**src/rtl/norm_lut_arbiter.sv**
```systemverilog
// Round-robin arbiter sharing one synchronous-read normalisation LUT between NUM_REQ lanes.
// Grants one lookup per cycle, drives the ROM port and routes each returned word to its lane.
module norm_lut_arbiter #(
    parameter int NUM_REQ    = 4,
    parameter int ADDR_WIDTH = 6,
    parameter int DATA_WIDTH = 16,
    parameter int CNT_WIDTH  = 32
) (
    input  logic                          clk,
    input  logic                          reset,
    input  logic [NUM_REQ-1:0]            req_valid,
    input  logic [NUM_REQ*ADDR_WIDTH-1:0] req_addr,
    output logic [NUM_REQ-1:0]            req_ready,
    output logic [NUM_REQ-1:0]            rsp_valid,
    output logic [DATA_WIDTH-1:0]         rsp_data,
    output logic [ADDR_WIDTH-1:0]         rom_address,
    output logic                          rom_enable,
    input  logic [DATA_WIDTH-1:0]         rom_data_out,
    output logic                          busy,
    output logic [CNT_WIDTH-1:0]          lookup_count
);

    localparam int              IDX_W     = $clog2(NUM_REQ);
    localparam logic [IDX_W:0]  NUM_REQ_W = (IDX_W+1)'(NUM_REQ);
    localparam logic [IDX_W-1:0] LAST_IDX = IDX_W'(NUM_REQ - 1);

    logic [IDX_W-1:0]      rr_ptr_r;
    logic [IDX_W-1:0]      s1_id_r;
    logic                  s1_valid_r;
    logic [NUM_REQ-1:0]    rsp_valid_r;
    logic [DATA_WIDTH-1:0] rsp_data_r;
    logic [CNT_WIDTH-1:0]  lookup_count_r;

    logic                  grant_any_s;
    logic [IDX_W-1:0]      grant_idx_s;
    logic [IDX_W:0]        scan_sum_s;
    logic [IDX_W-1:0]      scan_idx_s;
    logic [NUM_REQ-1:0]    grant_s;
    logic [ADDR_WIDTH-1:0] rom_address_s;

    function automatic logic [NUM_REQ-1:0] onehot(input logic [IDX_W-1:0] idx);
        logic [NUM_REQ-1:0] vec;
        vec = '0;
        for (int i = 0; i < NUM_REQ; i++) begin
            vec[i] = (idx == IDX_W'(i));
        end
        return vec;
    endfunction

    // Round-robin scan: first valid lane starting at rr_ptr, wrapping at NUM_REQ.
    always_comb begin
        grant_any_s = 1'b0;
        grant_idx_s = '0;
        scan_sum_s  = '0;
        scan_idx_s  = '0;
        for (int k = 0; k < NUM_REQ; k++) begin
            scan_sum_s = {1'b0, rr_ptr_r} + (IDX_W+1)'(k);
            if (scan_sum_s >= NUM_REQ_W) begin
                scan_idx_s = IDX_W'(scan_sum_s - NUM_REQ_W);
            end else begin
                scan_idx_s = scan_sum_s[IDX_W-1:0];
            end
            if (!grant_any_s && req_valid[scan_idx_s]) begin
                grant_any_s = 1'b1;
                grant_idx_s = scan_idx_s;
            end else begin
                grant_any_s = grant_any_s;
            end
        end
    end

    // Grant decode and ROM address mux (address is zero when nothing is granted).
    always_comb begin
        grant_s       = '0;
        rom_address_s = '0;
        for (int i = 0; i < NUM_REQ; i++) begin
            grant_s[i] = grant_any_s && (grant_idx_s == IDX_W'(i));
            if (grant_s[i]) begin
                rom_address_s = req_addr[i*ADDR_WIDTH +: ADDR_WIDTH];
            end else begin
                rom_address_s = rom_address_s;
            end
        end
    end

    // Issue stage: pointer advance, in-flight tag and lookup counter.
    always_ff @(posedge clk or negedge reset) begin
        if (!reset) begin
            rr_ptr_r       <= '0;
            s1_valid_r     <= 1'b0;
            s1_id_r        <= '0;
            lookup_count_r <= '0;
        end else if (grant_any_s) begin
            rr_ptr_r       <= (grant_idx_s == LAST_IDX) ? '0 : grant_idx_s + IDX_W'(1);
            s1_valid_r     <= 1'b1;
            s1_id_r        <= grant_idx_s;
            lookup_count_r <= lookup_count_r + CNT_WIDTH'(1);
        end else begin
            s1_valid_r     <= 1'b0;
        end
    end

    // Response stage: the ROM word for the in-flight lookup is captured and tagged.
    always_ff @(posedge clk or negedge reset) begin
        if (!reset) begin
            rsp_valid_r <= '0;
            rsp_data_r  <= '0;
        end else if (s1_valid_r) begin
            rsp_valid_r <= onehot(s1_id_r);
            rsp_data_r  <= rom_data_out;
        end else begin
            rsp_valid_r <= '0;
        end
    end

    assign req_ready    = grant_s;
    assign rom_enable   = |req_valid;
    assign rom_address  = rom_address_s;
    assign rsp_valid    = rsp_valid_r;
    assign rsp_data     = rsp_data_r;
    assign lookup_count = lookup_count_r;
    assign busy         = (|req_valid) | s1_valid_r | (|rsp_valid_r);

endmodule
```
**config.mk**
```make
export PLATFORM = sky130hd
export DESIGN_NAME = norm_lut_arbiter
export DESIGN_NICKNAME = d
export VERILOG_FILES = /design/src/rtl/norm_lut_arbiter.sv
export SDC_FILE = /design/constraint.sdc
export NUM_CORES = 1
export LEC_CHECK = 0
export ABC_AREA = 0
export BUFFER_PORTS_ARGS = -buffer_cell sky130_fd_sc_hd__buf_2
export CORE_MARGIN = 1.5
export CORE_UTILIZATION = 45
export CTS_BUF_LIST = sky130_fd_sc_hd__clkbuf_2 sky130_fd_sc_hd__clkbuf_4 sky130_fd_sc_hd__clkbuf_8
export DETAILED_ROUTE_END_ITERATION = 12
export PLACE_DENSITY = 0.78
export SYNTH_ARGS = -nofsm -noshare
export SYNTH_HDL_FRONTEND = slang
export SYNTH_SLANG_ARGS = --single-unit
```
**constraint.sdc**
```tcl
create_clock -name clk -period 2.2 [get_ports clk]
set_clock_uncertainty 0.2 [all_clocks]
set_input_delay 0.22 -clock clk [delete_from_list [all_inputs] [get_ports clk]]
set_output_delay 0.22 -clock clk [all_outputs]
set_load 0.01 [all_outputs]
```
Yosys cells after proc, flatten, opt, wreduce, memory -nomap -nowiden
Cells that the tools add are included.
{ "totals": {"ff_bits": 57, "in_bits": 46, "output_inout_bits": 64, "wordCells": 72} }
{ "classes": {"addsub": 9, "n_lt_le_gt_ge": 8, "n_eq_ne": 6, "n_mux": 27, "n_bitwise": 2, "n_reduce_logical": 14} }
{ "ops": {"columns": ["op", "count"], "rows": [
  ["32-bit by 1-bit adder with 32-bit output, second input constant", 1],
  ["6-bit 2-to-1 mux", 4],
  ["2-bit 2-to-1 mux", 9],
  ["2-bit by 3-bit less-than comparator with 1-bit output, second input constant", 4],
  ["3-bit >= comparator, second input constant", 3],
  ["1-bit 2-to-1 mux", 9],
  ["1-bit binary-select mux with 2-bit select", 4],
  ["2-bit == test, second input constant", 4],
  ["4-bit OR reduction", 2],
  ["2-bit by 1-bit subtractor with 2-bit output, second input constant", 4],
  ["1-bit logical AND", 7],
  ["2-bit by 2-bit adder with 3-bit output, second input constant", 2],
  ["2-bit by 1-bit == test with 1-bit output, second input constant", 2],
  ["2-bit logical NOT", 2],
  ["4-bit 2-to-1 mux", 1],
  ["2-bit by 1-bit adder with 3-bit output, second input constant", 1],
  ["2-bit by 3-bit >= comparator with 1-bit output, second input constant", 1],
  ["1-bit logical NOT", 3],
  ["2-bit by 1-bit adder with 2-bit output, second input constant", 1],
  ["1-bit OR", 2]
]} }

Logic depth before layout (Yosys ltp)
{ "depth": {"word_depth": 20, "ltp_mapped": 9, "mapped_depth_nobuf": 9} }

Least setup slack after synthesis
OpenSTA, ideal clock, no wires.
{ "synth_path": {"kind": "register to output", "start": "register rr_ptr_r[1]", "end": "output port rom_address[0]", "arrival_time_ns": 2.071, "required_time_ns": 1.780, "path_slack_ns": -0.291, "path_stages_with_launch": 10, "n_path_buf": 1, "cell_sequence": "dfrtp_1 > a21o_2 > a21oi_1 > o22ai_1 > ha_1 > clkbuf_1 > nor2b_1 > a221oi_1 > a211o_1 > a21oi_1"} }
{ "synth_between": {"elab_chain_len": 20, "elab_cells_between_ends": 49, "classes_between": "add/sub (7); order compare (4); eq/ne (3); mux (24); reduce/logical (11)"} }
{ "synth_lines": {"columns": ["element", "line_no", "text"], "rows": [
  ["from (decl)", "27", "logic [IDX_W-1:0] rr_ptr_r;"],
  ["from (signal assigned)", "94", "rr_ptr_r <= (grant_idx_s == LAST_IDX) ? '0 : grant_idx_s + IDX_W'(1);"],
  ["parallel branches: the longest is 19 deep, another holds 2-bit by 1-bit adder with 3-bit output", null, null],
  ["6-bit 2-to-1 mux (*)", "78", "if (grant_s[i]) begin"],
  ["to (decl)", "16", "output logic [ADDR_WIDTH-1:0] rom_address,"]
]} }
Every way passes the cells marked *. The select of a mux whose other input is x is not followed.

Final worst setup path
{ "layout_path": {"start": "register rr_ptr_r[1]", "end": "output port rom_address[3]"} }
Same word-level chain as after synthesis.

==> results.sh <==
export IMPL_dp_hpwl_um=4600
export IMPL_yosysSeqAreaShare=0.5094
export IMPL_fin_cells=472
export IMPL_worst_pin_slew_ns=0.5608
export IMPL_post_place_ws_ns=-0.1795
export IMPL_ir_drop_mv=0.7548
export IMPL_die_width_um=81.89
export IMPL_globalRouteOverflowTotal=0
export IMPL_antennaDiodeCount=0
export IMPL_outcome="complete, but fails checks"
export IMPL_clk_latency_ns=0.32
export IMPL_row_count=28
export IMPL_wl_per_cell_um=13.62
export IMPL_critPathMaxStageDelay_ns=0.39
export IMPL_setup_violations=9
export IMPL_min_period_ns=2.590
export IMPL_synthCells=247
export IMPL_clock_root_buffer="clkbuf_8"
export IMPL_cts_path_max_buffers=2
export IMPL_synth_nets=298
export IMPL_routabilityCongestion=0.7409
export IMPL_ios=110
export IMPL_cts_tree="yes"
export IMPL_drive_above_1_share=0.4761
export IMPL_routed_wl_um=6428
export IMPL_worstSetupEndpointType="primary output"
export IMPL_crit_chain="a21o_2 > a21oi_2 > o22ai_2 > ha_2 > nor2b_4 > a221oi_1 > a211o_1 > a21oi_2 > buf_2"
export IMPL_startpoint_type="flip-flop"
export IMPL_worst_slack_ns=-0.3902
export IMPL_crit_type="reg -> out"
export IMPL_drc=0
export IMPL_p_total_w=0.003729
export IMPL_finalHoldViolCount=0
export IMPL_worst_path_max_fanout=6
export IMPL_drt_vias_per_instance=5.108
export IMPL_worstPathArrival_ns=2.17
export IMPL_multiInputGateArea_um2=1330
export IMPL_grt_pass1_wl_um=10480
export IMPL_fmax_mhz=386.1
export IMPL_synth_top_area_cell="dfrtp_1"
export IMPL_antenna_found_initial=0
export IMPL_cp_required_ns=1.78
export IMPL_timing_slew_headroom=0.6261
export IMPL_synthDistinctLibCells=34
export IMPL_grt_usage=0.2059
export IMPL_ys_ff_latch=57
export IMPL_via_count=2411
export IMPL_crit_path_top_delay_cell="dfrtp_1"
export IMPL_numCtsBuffers=9
export IMPL_synth_top_area_share=0.5094
export IMPL_placed_cells=436
export IMPL_syn_area_um2=2800
export IMPL_io_buffers=109
export IMPL_area_growth_pct=43.30
export IMPL_slew_viol_final=0
export IMPL_maxCapViolations=0
export IMPL_core_um2=5956
export IMPL_syn_avg_cell_area_um2=11.34
export IMPL_yosys_warnings=0
export IMPL_grt_max_degree=35
export IMPL_crit_path_frequent_cell="a21oi_2"
export IMPL_drt_iter0_drc=92
export IMPL_post_route_period_util=1.177
export IMPL_clk_pin_slew_ns=0.07
export IMPL_path_delay_family="compound AO/OA/AOI/OAI gates"
export IMPL_leakage_nw=2.077
export IMPL_powerDensity_nw_per_um2=929.3
export IMPL_crit_buf_inv=1
export IMPL_cts_htree_levels=3
export IMPL_nFillCells=490
export IMPL_final_nets=444
export IMPL_synth_area_leaders="dfrtp_1 (51%), mux2_2 (6.4%), xnor2_1 (5.3%)"
export IMPL_rsz0062_at_grt="yes"
export IMPL_die_y_um=81.89
export IMPL_hp_class="in -> reg"
export IMPL_cts_sinks=57
export IMPL_seq_area_um2=1428
export IMPL_violations="setup timing"
export IMPL_grt_pass1_vias=2350
export IMPL_ant_nets=0
export IMPL_start_util=0.4702
export IMPL_dieArea_um2=6705
export IMPL_first_pass_iters=4
## metrics by stage
step	utilization	cell area [um2]	hold slack [ns]	TNS (ns)
2_1_floorplan	-	2854	-0.2756	-0.2690
3_3_place_gp	0.6002	3575	0.03104	-0.7417
3_5_place_dp	0.6002	3575	0.04145	-1.065
4_1_cts	0.6649	3960	0.1527	-2.918
5_1_grt	0.6737	4013	0.1843	-3.865
6_report	0.6737	4013	0.1742	-2.557
## cell type report
class	instances	area share
clock buffers	12	0.03960
clock inverters	3	0.009978
inverters	19	0.01777
multi-input cells	160	0.3315
flip-flops and latches	57	0.3558
well taps	75	0.02339
repair buffers	146	0.2220
## worst paths after layout
kind                                   from                to  cells after the start  slack (ns)
max                             rr_ptr_r[1]    rom_address[3]                      9       -0.39
max in group asynchronous             reset       rr_ptr_r[0]                      3        0.98
min                            req_valid[3]        s1_id_r[1]                      4        0.17
min in group asynchronous             reset       rsp_data[6]                      2        0.23
min reg2reg                lookup_count[31]  lookup_count[31]                      1        0.27
max reg2reg                     rr_ptr_r[0]       rr_ptr_r[0]                      8        0.17
## state kept, by name, summed over array words and instances (netlist names)
| signal | flops |
|---|---|
| lookup_count | 32 |
| s1_valid_r | 1 |
| rsp_data | 16 |
| rr_ptr_r | 2 |
| rsp_valid | 4 |
| s1_id_r | 2 |
## worst reg2reg max path, cell delays in order, from the launching register on
cell      delay, ns
dfrtp_2        0.44
o221ai_1       0.22
a21oi_2        0.12
buf_4          0.15
buf_4          0.13
ha_4           0.20
nor2b_2        0.18
buf_4          0.12
a211oi_1       0.19
## synth_stat cells, drive strengths merged
library cell	instances
nor3	8
and3b	1
clkbuf	5
nor2b	4
nor3b	2
nand3	9
and2	5
xnor2	17
and2b	1
nor4	5
a211oi	1
buf	6
and3	5
mux2	16
nor2	8
a21o	2
nand2	20
dfrtp	57
o41a	1
inv	19
o22ai	1
ha	5
and4	4
o221ai	2
xor2	14
a21oi	10
a221oi	6
nand4	7
a211o	6
## where the power goes
part / switching, W / internal, W
clock: 0.000393 / 0.000588
combinational: 0.000670 / 0.000726
sequential: 0.000145 / 0.00121
total: 0.00121 / 0.00252
## logic make-up after synthesis
logic type | after synthesis | share of synthesized area
XOR/XNOR | 31 | 0.09696
buffers and inverters | 30 | 0.04736
adder cells (fa/ha/maj) | 5 | 0.02234
AO/OA/AOI/OAI | 29 | 0.07999
flip-flops | 57 | 0.5094
AND/OR/NAND/NOR | 79 | 0.1796
multiplexers | 16 | 0.06434
## cell usage in the layout (no fill, tap or decap), types with 2 or more instances in the layout
master / instances
a21oi_2: 8
dlygate4sd3_1: 17
nand4_4: 3
clkinv_2: 2
nor2b_1: 2
and3_1: 4
and2_1: 4
buf_12: 2
ha_4: 2
nor2_1: 8
inv_1: 18
and4_1: 4
mux2_2: 16
ha_1: 2
a211o_1: 6
nand2_1: 20
buf_2: 109
xor2_1: 14
clkbuf_8: 11
a21oi_1: 2
nor3_1: 8
buf_4: 18
nand4_1: 4
a221oi_1: 6
nor4_2: 4
dfrtp_1: 56
xnor2_1: 17
nand3_1: 9
nor3b_1: 2
## routing by layer
metal | routed length [um] | share of wire | up-vias | GRT usage
li1 | - | - | 1153 | -
met1 | 2577 | 0.40 | 1152 | 0.2364
met2 | 3326 | 0.52 | 97 | 0.3631
met3 | 442 | 0.069 | 9 | 0.06000
met4 | 82 | 0.013 | 0 | 0.07119
met5 | 0 | 0 | - | 0
## what timing repair did
action,in CTS,in global routing
endpoints found under the setup margin,11,10
resized for setup,3,6
gates cloned,0,0
pin swaps,1,2
hold buffers,17,0
hold endpoints to repair,39,0
setup buffers,1,3
No activity file was read; power rests on OpenSTA's default activity.
